$ cat src/rtl/msdap_serial_rx.sv
// rtl/msdap_serial_rx.sv - stereo serial-to-parallel audio word receiver
//
// Purpose:
//   Deserializes two MSB-first serial streams (left/right) that share Dclk and
//   a Frame strobe into WIDTH-bit words. It presents each completed pair on
//   InputL/InputR with a one-cycle word_valid pulse. It flags early Frame
//   strobes in a sticky frame_err and counts delivered pairs, saturating.
//
// Ports:
//   Dclk        in   data clock, all state changes on the rising edge
//   Reset_n     in   synchronous active-low reset
//   Enable      in   receive enable (core InReady)
//   Frame       in   high on the cycle carrying a word's MSB
//   SerialL/R   in   left/right serial data bits
//   clear_err   in   clears frame_err (a simultaneous new error wins)
//   InputL/R    out  last completed left/right word
//   word_valid  out  one-cycle pulse when InputL/InputR update
//   busy        out  high while a word is being shifted in
//   frame_err   out  sticky framing-error flag
//   word_count  out  saturating count of delivered word pairs

module msdap_serial_rx #(
    parameter int WIDTH = 16,
    parameter int CNT_W = 16
) (
    input  logic             Dclk,
    input  logic             Reset_n,
    input  logic             Enable,
    input  logic             Frame,
    input  logic             SerialL,
    input  logic             SerialR,
    input  logic             clear_err,
    output logic [WIDTH-1:0] InputL,
    output logic [WIDTH-1:0] InputR,
    output logic             word_valid,
    output logic             busy,
    output logic             frame_err,
    output logic [CNT_W-1:0] word_count
);

    localparam int CW = $clog2(WIDTH);
    localparam logic [CW-1:0] CNT_LAST = CW'(WIDTH - 1);

    localparam logic ST_WAIT_FRAME = 1'b0;
    localparam logic ST_SHIFT      = 1'b1;

    logic             state_q, state_d;
    logic [CW-1:0]    cnt_q, cnt_d;
    logic [WIDTH-2:0] shl_q, shl_d;
    logic [WIDTH-2:0] shr_q, shr_d;
    logic [WIDTH-1:0] input_l_q, input_l_d;
    logic [WIDTH-1:0] input_r_q, input_r_d;
    logic             word_valid_q, word_valid_d;
    logic             frame_err_q, frame_err_d;
    logic [CNT_W-1:0] word_count_q, word_count_d;
    logic             err_set;

    always_comb begin
        state_d      = state_q;
        cnt_d        = cnt_q;
        shl_d        = shl_q;
        shr_d        = shr_q;
        input_l_d    = input_l_q;
        input_r_d    = input_r_q;
        word_valid_d = 1'b0;
        word_count_d = word_count_q;
        err_set      = 1'b0;

        case (state_q)
            ST_WAIT_FRAME: begin
                if (Enable && Frame) begin
                    shl_d    = '0;
                    shl_d[0] = SerialL;
                    shr_d    = '0;
                    shr_d[0] = SerialR;
                    cnt_d    = CW'(1);
                    state_d  = ST_SHIFT;
                end
            end
            default: begin
                if (!Enable) begin
                    // Abort takes priority over a coincident Frame: no error.
                    state_d = ST_WAIT_FRAME;
                    cnt_d   = '0;
                end else if (Frame) begin
                    // Early frame: drop the partial word and restart on this MSB.
                    err_set  = 1'b1;
                    shl_d    = '0;
                    shl_d[0] = SerialL;
                    shr_d    = '0;
                    shr_d[0] = SerialR;
                    cnt_d    = CW'(1);
                end else if (cnt_q != CNT_LAST) begin
                    shl_d    = shl_q << 1;
                    shl_d[0] = SerialL;
                    shr_d    = shr_q << 1;
                    shr_d[0] = SerialR;
                    cnt_d    = cnt_q + CW'(1);
                end else begin
                    // LSB edge: the word completes straight from the shifters.
                    input_l_d    = {shl_q, SerialL};
                    input_r_d    = {shr_q, SerialR};
                    word_valid_d = 1'b1;
                    if (word_count_q != {CNT_W{1'b1}}) begin
                        word_count_d = word_count_q + CNT_W'(1);
                    end
                    state_d = ST_WAIT_FRAME;
                    cnt_d   = '0;
                end
            end
        endcase

        frame_err_d = frame_err_q;
        if (clear_err) begin
            frame_err_d = 1'b0;
        end
        if (err_set) begin
            frame_err_d = 1'b1;
        end
    end

    always_ff @(posedge Dclk) begin
        if (!Reset_n) begin
            state_q      <= ST_WAIT_FRAME;
            cnt_q        <= '0;
            shl_q        <= '0;
            shr_q        <= '0;
            input_l_q    <= '0;
            input_r_q    <= '0;
            word_valid_q <= 1'b0;
            frame_err_q  <= 1'b0;
            word_count_q <= '0;
        end else begin
            state_q      <= state_d;
            cnt_q        <= cnt_d;
            shl_q        <= shl_d;
            shr_q        <= shr_d;
            input_l_q    <= input_l_d;
            input_r_q    <= input_r_d;
            word_valid_q <= word_valid_d;
            frame_err_q  <= frame_err_d;
            word_count_q <= word_count_d;
        end
    end

    assign InputL     = input_l_q;
    assign InputR     = input_r_q;
    assign word_valid = word_valid_q;
    assign busy       = (state_q == ST_SHIFT);
    assign frame_err  = frame_err_q;
    assign word_count = word_count_q;

endmodule

$ cat config.mk
export PLATFORM = sky130hd
export DESIGN_NAME = msdap_serial_rx
export DESIGN_NICKNAME = d
export VERILOG_FILES = /design/src/rtl/msdap_serial_rx.sv
export SDC_FILE = /design/constraint.sdc
export NUM_CORES = 1
export LEC_CHECK = 0
export CORE_MARGIN = 2
export CORE_UTILIZATION = 52
export DETAILED_ROUTE_END_ITERATION = 16
export MAX_ROUTING_LAYER = met4
export PLACE_DENSITY = 0.76
export SLEW_MARGIN = 0
export SYNTH_ARGS = -nofsm -noshare
export SYNTH_HDL_FRONTEND = slang
export SYNTH_SLANG_ARGS = --single-unit
$ cat constraint.sdc
create_clock -name Dclk -period 2 [get_ports Dclk]
set_input_delay 0.3 -clock Dclk [delete_from_list [all_inputs] [get_ports Dclk]]
set_output_delay 0.3 -clock Dclk [all_outputs]
set_load 0.05 [all_outputs]
==> results.md <==
Logic synthesis:
- During synthesis, Yosys emitted a total of 0 warnings.
- In the synthesized netlist the dominant register cell turns out to be dfxtp_1.
- The biggest area contributor in the post-synthesis netlist is dfxtp_1.
- The sequential area share after synthesis is 50.60%.
- The number of enable flip-flop cells after synthesis is 0.
- Counting every instance in the synthesized netlist gives 413.
- Sorting the synthesized cells by area gives the leading types as dfxtp_1 (51%), nand2_1 (12%), a21oi_1 (11%).
- The synthesized area per cell is 8.143 um^2.
- The top cell type's share of synthesized area is 50.60%.
- In this run, synthesis produced a sequential element count of 85.
- The number of nets in the synthesized netlist is 422.
- The number of different library cells used by synthesis comes to 39.
- For this run, asynchronously set or reset flops after synthesis account for 0%.
- The cell area that synthesis handed to floorplanning was 0.003363 mm^2.

Floorplanning:
- The core region is 0.006314 mm^2.
- The site row count is 29.
- The width of the chip is 84.42 um.
- The count of boundary I/O pins is 58.
- The effective utilization at floorplan is 53.27%.
- From bottom edge to top edge, the die measures 84.42 um.
- The area of the die is 0.007127 mm^2.

Power and ir drop:
- The internal power of the cells totals 2448 uW.
- The switching power summed over all nets is 670.2 uW.
- The maximum ir drop on the vdd rail is 0.4946 mV.
- Net switching is 21.49% of the power.
- The areal power density over the cells is 717.5 mW/mm^2.
- The share of total power dissipated in the clock network is 41.7%.
- The cell leakage power is 0.001482 uW.
- Combinational logic is responsible for 3.8% of the overall power.
- Registers are responsible for 54.5% of the overall power.

Clock network:
- CTS built an H-tree with a depth of 3.
- After clock tree synthesis, the clock-pin slew on the worst setup and hold paths is 0.09 ns.
- The clock net sink count is 85.
- The TritonCTS clock tree is built.
- The later pin in the worst-skew pair is clocked with a latency of 0.34 ns.
- The clock passes through at most 2 buffers.
- Counting the buffers created by CTS gives 9.
- The cell sitting at the root of the clock tree is a clkbuf_8.

Timing:
- The final period utilization is 96.71%.
- The relative max-transition margin is 66.16%.
- For the finished layout, the period the worst path requires is 1.934 ns.
- For the pin with the worst max-slew slack, the measured transition is 0.5061 ns.
- The setup-violating endpoint count in the final report is 0.
- Setup repair after global routing left no endpoint under its margin.
- The final number of hold-violating endpoints came to 0.
- The final max-slew violation count is 0.
- The top achievable clock speed is 517.0 MHz.
- The worst clock skew on the final layout is 0.01002 ns.

Setup path:
- The largest single stage delay on the critical path is 0.85 ns.
- The signal arrival time at the worst endpoint is 1.63 ns.
- On the critical path the largest part of the delay comes from buffers and inverters.
- The path type of the worst setup path is flop to output port.
- The data required time of the worst path is 1.70 ns.
- Counting cells, the worst reg-to-reg path comes to 5.
- The number of buffers and inverters on the critical path is 1.
- The startpoint type of the worst setup path is a flop.
- The library cell contributing the largest single delay on the critical path is clkdlybuf4s50_1.
- The critical path goes through clkdlybuf4s50_1.
- In this run the number of cells on the critical path is 1.
- In this run the worst path has a maximum fanout of 7.
- STA classifies the critical path endpoint as an output port.

Finish:
- In the final layout, the share of cells above drive strength 1 is 9.812%.
- The area growth from synthesis to layout is 29.24%.
- Leaving out fill and tap cells, the most frequent cells in the layout are nand2_1 (105), dfxtp_1 (83), a21oi_1 (74), clkdlybuf4s50_1 (54), o21ai_0 (35).
- The most common cell after layout, fill and taps aside is nand2_1.
- The design area is 0.004347 mm^2.
- The final-stage net count is 483.
- 0 antenna diodes ended up in the layout.
- The number of standard cells in the layout, taps in and fillers out is 556.
- The fill cell instance count of the final layout is 550.

Hold path:
- The worst hold path passes through 2 cells.
- The path category of the worst min-delay check is flop to flop.

Route:
- The number of optimization iterations in the first detailed-route pass is 4.
- Once detail routing completed, the nets flagged for antenna violations numbered 0.
- The count of vias placed by the detailed router is 3085.
- Dividing the detail-routed wire length by the instance count gives 13.73 um.
- The count of routing violations after the opening detailed-route iteration is 133.
- The residual DRC count is 0.
- The mean number of vias per cell is 5.549.
- The routed design has 7634 um of wire.

GRT:
- Entering global routing, the biggest net connects 79 pins.
- The first-pass GRT wire length is 13050 um.
- The global-route usage over all layers is 22.87%.
- The initial antenna violation count is 0.
- The leftover overflow at the end of global routing is 0.
- The via count of the first global-routing pass is 2861.

Flow run:
- The number of violations of the max-capacitance limit is 0.

Placed design:
- The placed instances occupy a cell area of 0.004128 mm^2.
- The half-perimeter wire length after detailed placement is 5026 um.
- The total placed cells including tap cells is 540.
- The number of port buffers is 57.
- The routability congestion estimate is 0.8358.

Outcome:
- The flow ran to the end, and the final reports show no timing, DRC or antenna violations.
==> path summary, 6_finish.rpt <==
path / startpoint / end / slack, ns
setup / recovery: word_count[15] / word_count[15] / 0.07
hold / removal: shl_q[0] / shl_q[1] / 0.46
setup reg to reg: cnt_q[0] / word_count[4] / 0.15
hold reg to reg: shl_q[0] / shl_q[1] / 0.46
==> stage by stage <==
step / setup TNS (ns) / power (uW) / hold slack (ns) / setup WS, ns / utilization [%]
2_1_floorplan: 0 / 1804 / 0.4285 / 0.05325 / -
3_3_place_gp: 0 / 1856 / 0.4342 / 0.01322 / 65.38
3_5_place_dp: -0.02170 / 1857 / 0.4454 / -0.01668 / 65.38
4_1_cts: 0 / 3141 / 0.4576 / 0.03770 / 68.77
5_1_grt: 0 / 3225 / 0.4742 / 0.003372 / 68.85
6_report: 0 / 3119 / 0.4580 / 0.06575 / 68.85
==> per-layer routing <==
layer	track usage, %	wire [um]
met5	-	0
met4	9.091	112
met3	3.835	338
met2	36.87	3756
met1	28.79	3426
==> tightest hold or removal path, delay by kind of cell (launching register included) <==
kind	cells	cell delay [ns]
AO/OA/AOI/OAI	1	0.05
flip-flops	1	0.32
AND/OR/NAND/NOR	1	0.05
==> power by group through the flow <==
| stage | logic [uW] | registers [uW] | clock network, uW |
|---|---|---|---|
| 2_1_floorplan | 59.4 | 1740 | 0 |
| 3_3_place_gp | 116 | 1740 | 0 |
| 3_5_place_dp | 118 | 1740 | 0 |
| 4_1_cts | 119 | 1700 | 1320 |
| 5_1_grt | 129 | 1700 | 1400 |
| 6_report | 118 | 1700 | 1300 |
==> kinds of logic after synthesis <==
kind of cell,Yosys count,synth area share [%]
mux,4,1.191
simple gates,167,24.11
flops,85,50.60
xor+xnor,1,0.2605
compound gates,122,19.12
buf+inv,32,3.980
fa+ha+maj,2,0.7439
==> flip-flops by register name (all words and copies together), names as in the netlist <==
signal      flops
word_valid      1
shr_q          15
InputR         16
InputL         16
shl_q          15
cnt_q           4
word_count     16
frame_err       1
busy            1
==> Yosys cell counts (2+ instances only) <==
cell and count:
nor3_1 3, and4_1 2, or4_1 5, a21oi_1 75
o31ai_1 6, and3_1 5, and2_1 2, nand3b_1 5
inv_1 3, or3_1 2, nand2_1 105, mux2i_1 4
dfxtp_1 85, nor2_1 8, clkbuf_1 23, o21ai_0 35
nor4b_1 2, buf_2 2, nor4_1 4, nand3_1 9
a22oi_1 2, nand4_1 4, ha_1 2, nand2b_1 5
==> layout make-up <==
type,count,area (um^2),share of cell area [%]
Sequential cell,85,1704,39.21
Multi-Input combinational cell,296,1536,35.35
Timing Repair Buffer,78,780.7,17.96
Clock buffer,11,131.4,3.022
Tap cell,77,96.34,2.216
Clock inverter,5,82.58,1.900
Inverter,4,15.01,0.3454
==> what timing repair did <==
item / in CTS / in global routing
resized for setup: 0 / 2
endpoints found under the setup margin: 0 / 2
hold endpoints to repair: 0 / 0
buffers inserted: 0 / 0
hold buffers: 0 / 0
No activity file was read; power rests on OpenSTA's default activity.
